**src/rtl/fib_pkg.sv**
```systemverilog
// Shared types and constants for the Fibonacci sequence transmitter.
package fib_pkg;

    typedef enum logic [1:0] {IDLE, SEND, GAP, DONE} fib_state_t;

    localparam int F0 = 0;
    localparam int F1 = 1;

endpackage

```
**src/rtl/fib_seq_gen_pace_counter.sv**
```systemverilog
// Loadable down-counter that times the idle gap between emitted terms.
module pace_counter #(
    parameter int PACE = 1
) (
    input  logic clk,
    input  logic reset,
    input  logic load,
    output logic zero
);

    localparam int CW = (PACE > 1) ? $clog2(PACE) : 1;

    logic [CW-1:0] cnt;

    // Loaded with PACE-1 so that counting down to zero spans exactly PACE cycles.
    always_ff @(posedge clk) begin
        if (reset)
            cnt <= '0;
        else if (load)
            cnt <= CW'(PACE - 1);
        else if (cnt != '0)
            cnt <= cnt - CW'(1);
    end

    assign zero = (cnt == '0);

endmodule

```
**src/rtl/fib_seq_gen.sv**
```systemverilog
// Fibonacci term transmitter: emits F0,F1,... over valid/ready while terms fit in WIDTH bits.
module fib_seq_gen
    import fib_pkg::*;
#(
    parameter int WIDTH = 4,
    parameter int IDX_W = 6,
    parameter int PACE  = 0
) (
    input  logic             clk,
    input  logic             reset,
    input  logic             start,
    input  logic             loop_en,
    input  logic             stop,
    input  logic             out_ready,
    output logic             out_valid,
    output logic [WIDTH-1:0] out_value,
    output logic [IDX_W-1:0] out_index,
    output logic             out_last,
    output logic             busy,
    output logic             done
);

    fib_state_t       state, state_nxt;
    logic [WIDTH-1:0] a;
    logic [WIDTH:0]   b;
    logic [IDX_W-1:0] idx;
    logic             loop_q;
    logic             xfer;
    logic             last;
    logic             pace_zero;

    assign xfer = (state == SEND) && out_ready;
    // b carries one extra bit: once the successor overflows WIDTH, a is the last term.
    assign last = b[WIDTH];

    generate
        if (PACE > 0) begin : g_pace
            pace_counter #(.PACE(PACE)) u_pace (
                .clk   (clk),
                .reset (reset),
                .load  (xfer),
                .zero  (pace_zero)
            );
        end else begin : g_nopace
            assign pace_zero = 1'b1;
        end
    endgenerate

    always_ff @(posedge clk) begin
        if (reset)
            state <= IDLE;
        else
            state <= state_nxt;
    end

    always_comb begin
        state_nxt = state;
        if (stop) begin
            state_nxt = IDLE;
        end else begin
            case (state)
                IDLE: if (start) state_nxt = SEND;
                SEND: if (xfer) begin
                    if (last && !loop_q) state_nxt = DONE;
                    else                 state_nxt = (PACE > 0) ? GAP : SEND;
                end
                GAP:  if (pace_zero) state_nxt = SEND;
                DONE: state_nxt = IDLE;
                default: state_nxt = IDLE;
            endcase
        end
    end

    // A transfer coinciding with stop still advances; the next start reloads anyway.
    always_ff @(posedge clk) begin
        if (reset) begin
            a      <= WIDTH'(F0);
            b      <= (WIDTH+1)'(F1);
            idx    <= '0;
            loop_q <= 1'b0;
        end else if (state == IDLE && start && !stop) begin
            a      <= WIDTH'(F0);
            b      <= (WIDTH+1)'(F1);
            idx    <= '0;
            loop_q <= loop_en;
        end else if (xfer) begin
            if (!last) begin
                a   <= b[WIDTH-1:0];
                b   <= {1'b0, a} + b;
                idx <= idx + IDX_W'(1);
            end else if (loop_q) begin
                a   <= WIDTH'(F0);
                b   <= (WIDTH+1)'(F1);
                idx <= '0;
            end
        end
    end

    always_comb begin
        out_valid = (state == SEND);
        out_value = '0;
        out_index = '0;
        out_last  = 1'b0;
        if (out_valid) begin
            out_value = a;
            out_index = idx;
            out_last  = last;
        end
        busy = (state != IDLE);
        done = (state == DONE);
    end

endmodule

```
**config.mk**
```make
export PLATFORM = sky130hd
export DESIGN_NAME = fib_seq_gen
export DESIGN_NICKNAME = d
export VERILOG_FILES = /design/src/rtl/fib_pkg.sv /design/src/rtl/fib_seq_gen_pace_counter.sv /design/src/rtl/fib_seq_gen.sv
export SDC_FILE = /design/constraint.sdc
export NUM_CORES = 1
export LEC_CHECK = 0
export CAP_MARGIN = 20
export CORE_UTILIZATION = 40
export CTS_BUF_LIST = sky130_fd_sc_hd__clkbuf_2
export DETAILED_ROUTE_END_ITERATION = 8
export PLACE_DENSITY = 0.7
export SLEW_MARGIN = 20
export SYNTH_ARGS = -nofsm -noshare
export SYNTH_HDL_FRONTEND = slang
export SYNTH_SLANG_ARGS = --single-unit
```
**constraint.sdc**
```tcl
create_clock -name clk -period 2.4 [get_ports clk]
set_input_delay 0.36 -clock clk [delete_from_list [all_inputs] [get_ports clk]]
set_output_delay 0.36 -clock clk [all_outputs]
set_load 0.005 [all_outputs]
```
==> results_tabular.tex <==
\begin{tabular}{lr}
\hline
Metric & Value \\
\hline
\multicolumn{2}{l}{\textbf{Drt}} \\
Post-detailed-route count of antenna-violating nets & 0 \\
Drt first pass iters & 4 \\
Avg Vias per Cell & 5.24 \\
DRC violations left & 0 \\
Total via count after detailed routing & 838 \\
Routed len/inst & 12.0 µm \\
Total routed wirelength & 1.93 mm \\
Number of design-rule violations left by the first detailed-router iteration & 12 \\
\multicolumn{2}{l}{\textbf{Final layout}} \\
Utilization after layout & 0.529 \\
Non-filler instance count after layout & 160 \\
Area added between synthesis and finish & 21.6\% \\
Final antenna diode count & 0 \\
Fraction of final layout cells sized beyond drive strength 1 & 0.0758 \\
Final \#Nets & 145 \\
\multicolumn{2}{l}{\textbf{CTS}} \\
Setup Buffers After CTS & 0 \\
Clk slew on worst S/H paths & 190 ps \\
CTS H-Tree Depth & 1 \\
Worst-Skew Late Latency & 320 ps \\
Largest buffer count on any clock path & 2 \\
Post-CTS Hold Fix Bufs & 0 \\
Clock tree from TritonCTS & done \\
Clock buffer count from CTS & 3 \\
Library cell used as clock root buffer & clkbuf\_2 \\
Number of cells upsized or downsized after cts & 0 \\
CTS Sinks & 18 \\
\multicolumn{2}{l}{\textbf{Die}} \\
Starting Density & 0.435 \\
DIE AREA & 2680 µm² \\
Number of rows created at floorplan & 17 \\
Die X-Extent & 51.8 µm \\
Core Area & 2280 µm² \\
Top-Level Pins & 20 \\
Die Y & 51.8 µm \\
\multicolumn{2}{l}{\textbf{Yosys}} \\
Proportion of synthesized flip-flops having asynchronous set or reset & 0 \\
Most frequent cell after synthesis & dfxtp\_1 \\
Number of flip-flops and latches in the synthesized netlist & 18 \\
Warnings, synthesis & 0 \\
Number of distinct library cell variants in the gate-level netlist after synthesis & 34 \\
Synth area leaders & dfxtp\_1 (36\%), and2\_1 (8.2\%), ha\_1 (6.3\%), nor2\_1 (6.1\%), a22oi\_1 (4.5\%) \\
Mean instance size in the synthesized netlist & 8.69 µm² \\
Syn Nets & 126 \\
Top cell type's share of synthesized area & 0.364 \\
Top cell type by total area after synthesis & dfxtp\_1 \\
Most used flip-flop cell after synthesis & dfxtp\_1 \\
Top cells by count, synth & dfxtp\_1 (18), nor2\_1 (16), and2\_1 (13), a22oi\_1 (6), ha\_1 (5) \\
Syn Std Cell Area & 991 µm² \\
Synth Instances & 114 \\
Post-synth EDFFs & 0 \\
Part of the Yosys area used for sequential elements & 0.364 \\
\multicolumn{2}{l}{\textbf{Critical path}} \\
Endpoint kind of the worst setup timing path & primary output \\
Max stage delay on crit path & 500 ps \\
Required @ worst endpoint & 2040 ps \\
Category of the critical setup timing path & flip-flop to primary output \\
Arrival time worst endpoint & 1760 ps \\
Critical Path Source Type & flip-flop \\
Cell type of the slowest stage on the worst timing path & clkdlybuf4s50\_1 \\
Critical-path cell list & nor2b\_1 -> buf\_4 -> and2\_1 -> clkdlybuf4s50\_1 \\
Max Fanout on Critical Path & 17 \\
\multicolumn{2}{l}{\textbf{Timing}} \\
RSZ-0062 raised after global routing & no \\
Minimum period implied by the final worst setup slack & 2120 ps \\
Number of max-slew violations in the final report & 0 \\
Post-route setup TNS & 0 ps \\
Setup Viol. Count Final & 0 \\
Worst-margin pin slew & 361 ps \\
Skew final & 13.7 ps \\
Highest achievable clock rate & 471 MHz \\
Share of the cycle needed by the critical path after routing & 0.885 \\
Worst slew margin & 0.759 \\
Number of hold violations in the final report & 0 \\
\multicolumn{2}{l}{\textbf{Run status}} \\
Outcome & finished clean \\
\multicolumn{2}{l}{\textbf{Hold path}} \\
Type of the tightest min-delay check & flip-flop to flip-flop \\
\multicolumn{2}{l}{\textbf{Global route}} \\
Wire length of the first global-routing pass & 3.35 mm \\
Vias in the first global route & 760 \\
Global routing met1 resource utilization & 0.216 \\
Initial antenna violation count & 0 \\
Total gr overflow & 0 \\
Most utilized layer in the global route result & met2 \\
GR Layer Usage met2 & 0.268 \\
Pin count of the biggest net entering global routing & 18 \\
Met3 usage & 0.0614 \\
Total GRT Usage & 0.173 \\
\multicolumn{2}{l}{\textbf{Power}} \\
Power Dens Cells & 402 nW/µm² \\
Peak supply drop & 0.318 mV \\
Leakage Power & 0.425 nW \\
Total Power & 0.484 mW \\
\multicolumn{2}{l}{\textbf{Place}} \\
Port Buf Inserts & 19 \\
Dpl hpwl & 1.41 mm \\
Gpl congestion & 0.779 \\
Cell total after placement & 156 \\
\multicolumn{2}{l}{\textbf{Flow run}} \\
Total of max-cap violations & 0 \\
\hline
\end{tabular}
-- through the flow --
stage / hold slack (ps) / instance area [µm²] / setup WS (ps)
after floorplan: 432 / 991 / 951
after global placement: 469 / 1190 / 523
after detailed placement: 475 / 1190 / 472
after CTS: 494 / 1200 / 263
after global routing: 523 / 1200 / 122
final: 497 / 1200 / 277
-- path summary, 6_finish.rpt --
check | start | to | slack, ps | cells past startpoint
setup / recovery | state[0] | out_last | 280 | 4
hold / removal | idx[5] | idx[5] | 500 | 2
setup reg to reg | a[0] | b[4] | 760 | 7
hold reg to reg | idx[5] | idx[5] | 500 | 2
-- sequential cells by signal (all words and copies together) (netlist names) --
signal,cells
a,4
loop_q,1
b,5
idx,6
state,2
-- cell usage in the layout, fill, tap and decap left out, types with 2 or more instances in the layout --
master / synthesis / layout
a21oi_1: 4 / 4
a22oi_1: 6 / 6
a31oi_1: 4 / 4
and2_1: 13 / 13
clkbuf_2: 0 / 3
clkdlybuf4s50_1: 0 / 19
dfxtp_1: 18 / 18
ha_1: 5 / 5
inv_1: 4 / 4
mux2i_1: 2 / 2
nand2_1: 4 / 4
nand2b_1: 3 / 3
nand3_1: 2 / 2
nand3b_1: 2 / 2
nor2_1: 16 / 16
nor2b_1: 3 / 3
o21ai_0: 4 / 4
o21ai_1: 2 / 2
or2_2: 2 / 2
or3_1: 2 / 2
-- power by group --
part | switching [mW] | internal, mW | leakage [nW]
combinational | 0.0218 | 0.0198 | 0.266
clock | 0.102 | 0.0362 | 0.0140
sequential | 0.00255 | 0.302 | 0.145
-- area by class of cell --
type	instances	area, µm²
multi-input cells	86	578
clock inverters	1	3.75
repair buffers	20	198
fillers	220	1070
well taps	28	35.0
inverters	4	15.0
flip-flops and latches	18	360
clock buffers	3	15.0
-- metal layers --
metal	vias to the layer above	share of wire
met5	-	0
met4	0	0.012
met3	4	0.049
met2	20	0.44
met1	377	0.49
li1	437	-
-- logic make-up (layout without fill, tap and decap cells) --
kind of cell / after synthesis / in the layout / share of synthesized area
AOI/OAI and AO/OA: 26 / 26 / 0.188
xor gates and xnor gates: 1 / 1 / 0.00884
adders and majority gates: 6 / 6 / 0.0833
buffers and inverters: 10 / 28 / 0.0530
DFF: 18 / 18 / 0.364
muxes: 2 / 2 / 0.0202
and+or+nand+nor: 51 / 51 / 0.283
-- critical path: cells and delay by family (launching register included) --
kind / cells / cell delay (ps)
DFF: 1 / 420
and+or+nand+nor: 2 / 320
buffers and inverters: 2 / 700
No activity file was read; power rests on OpenSTA's default activity.
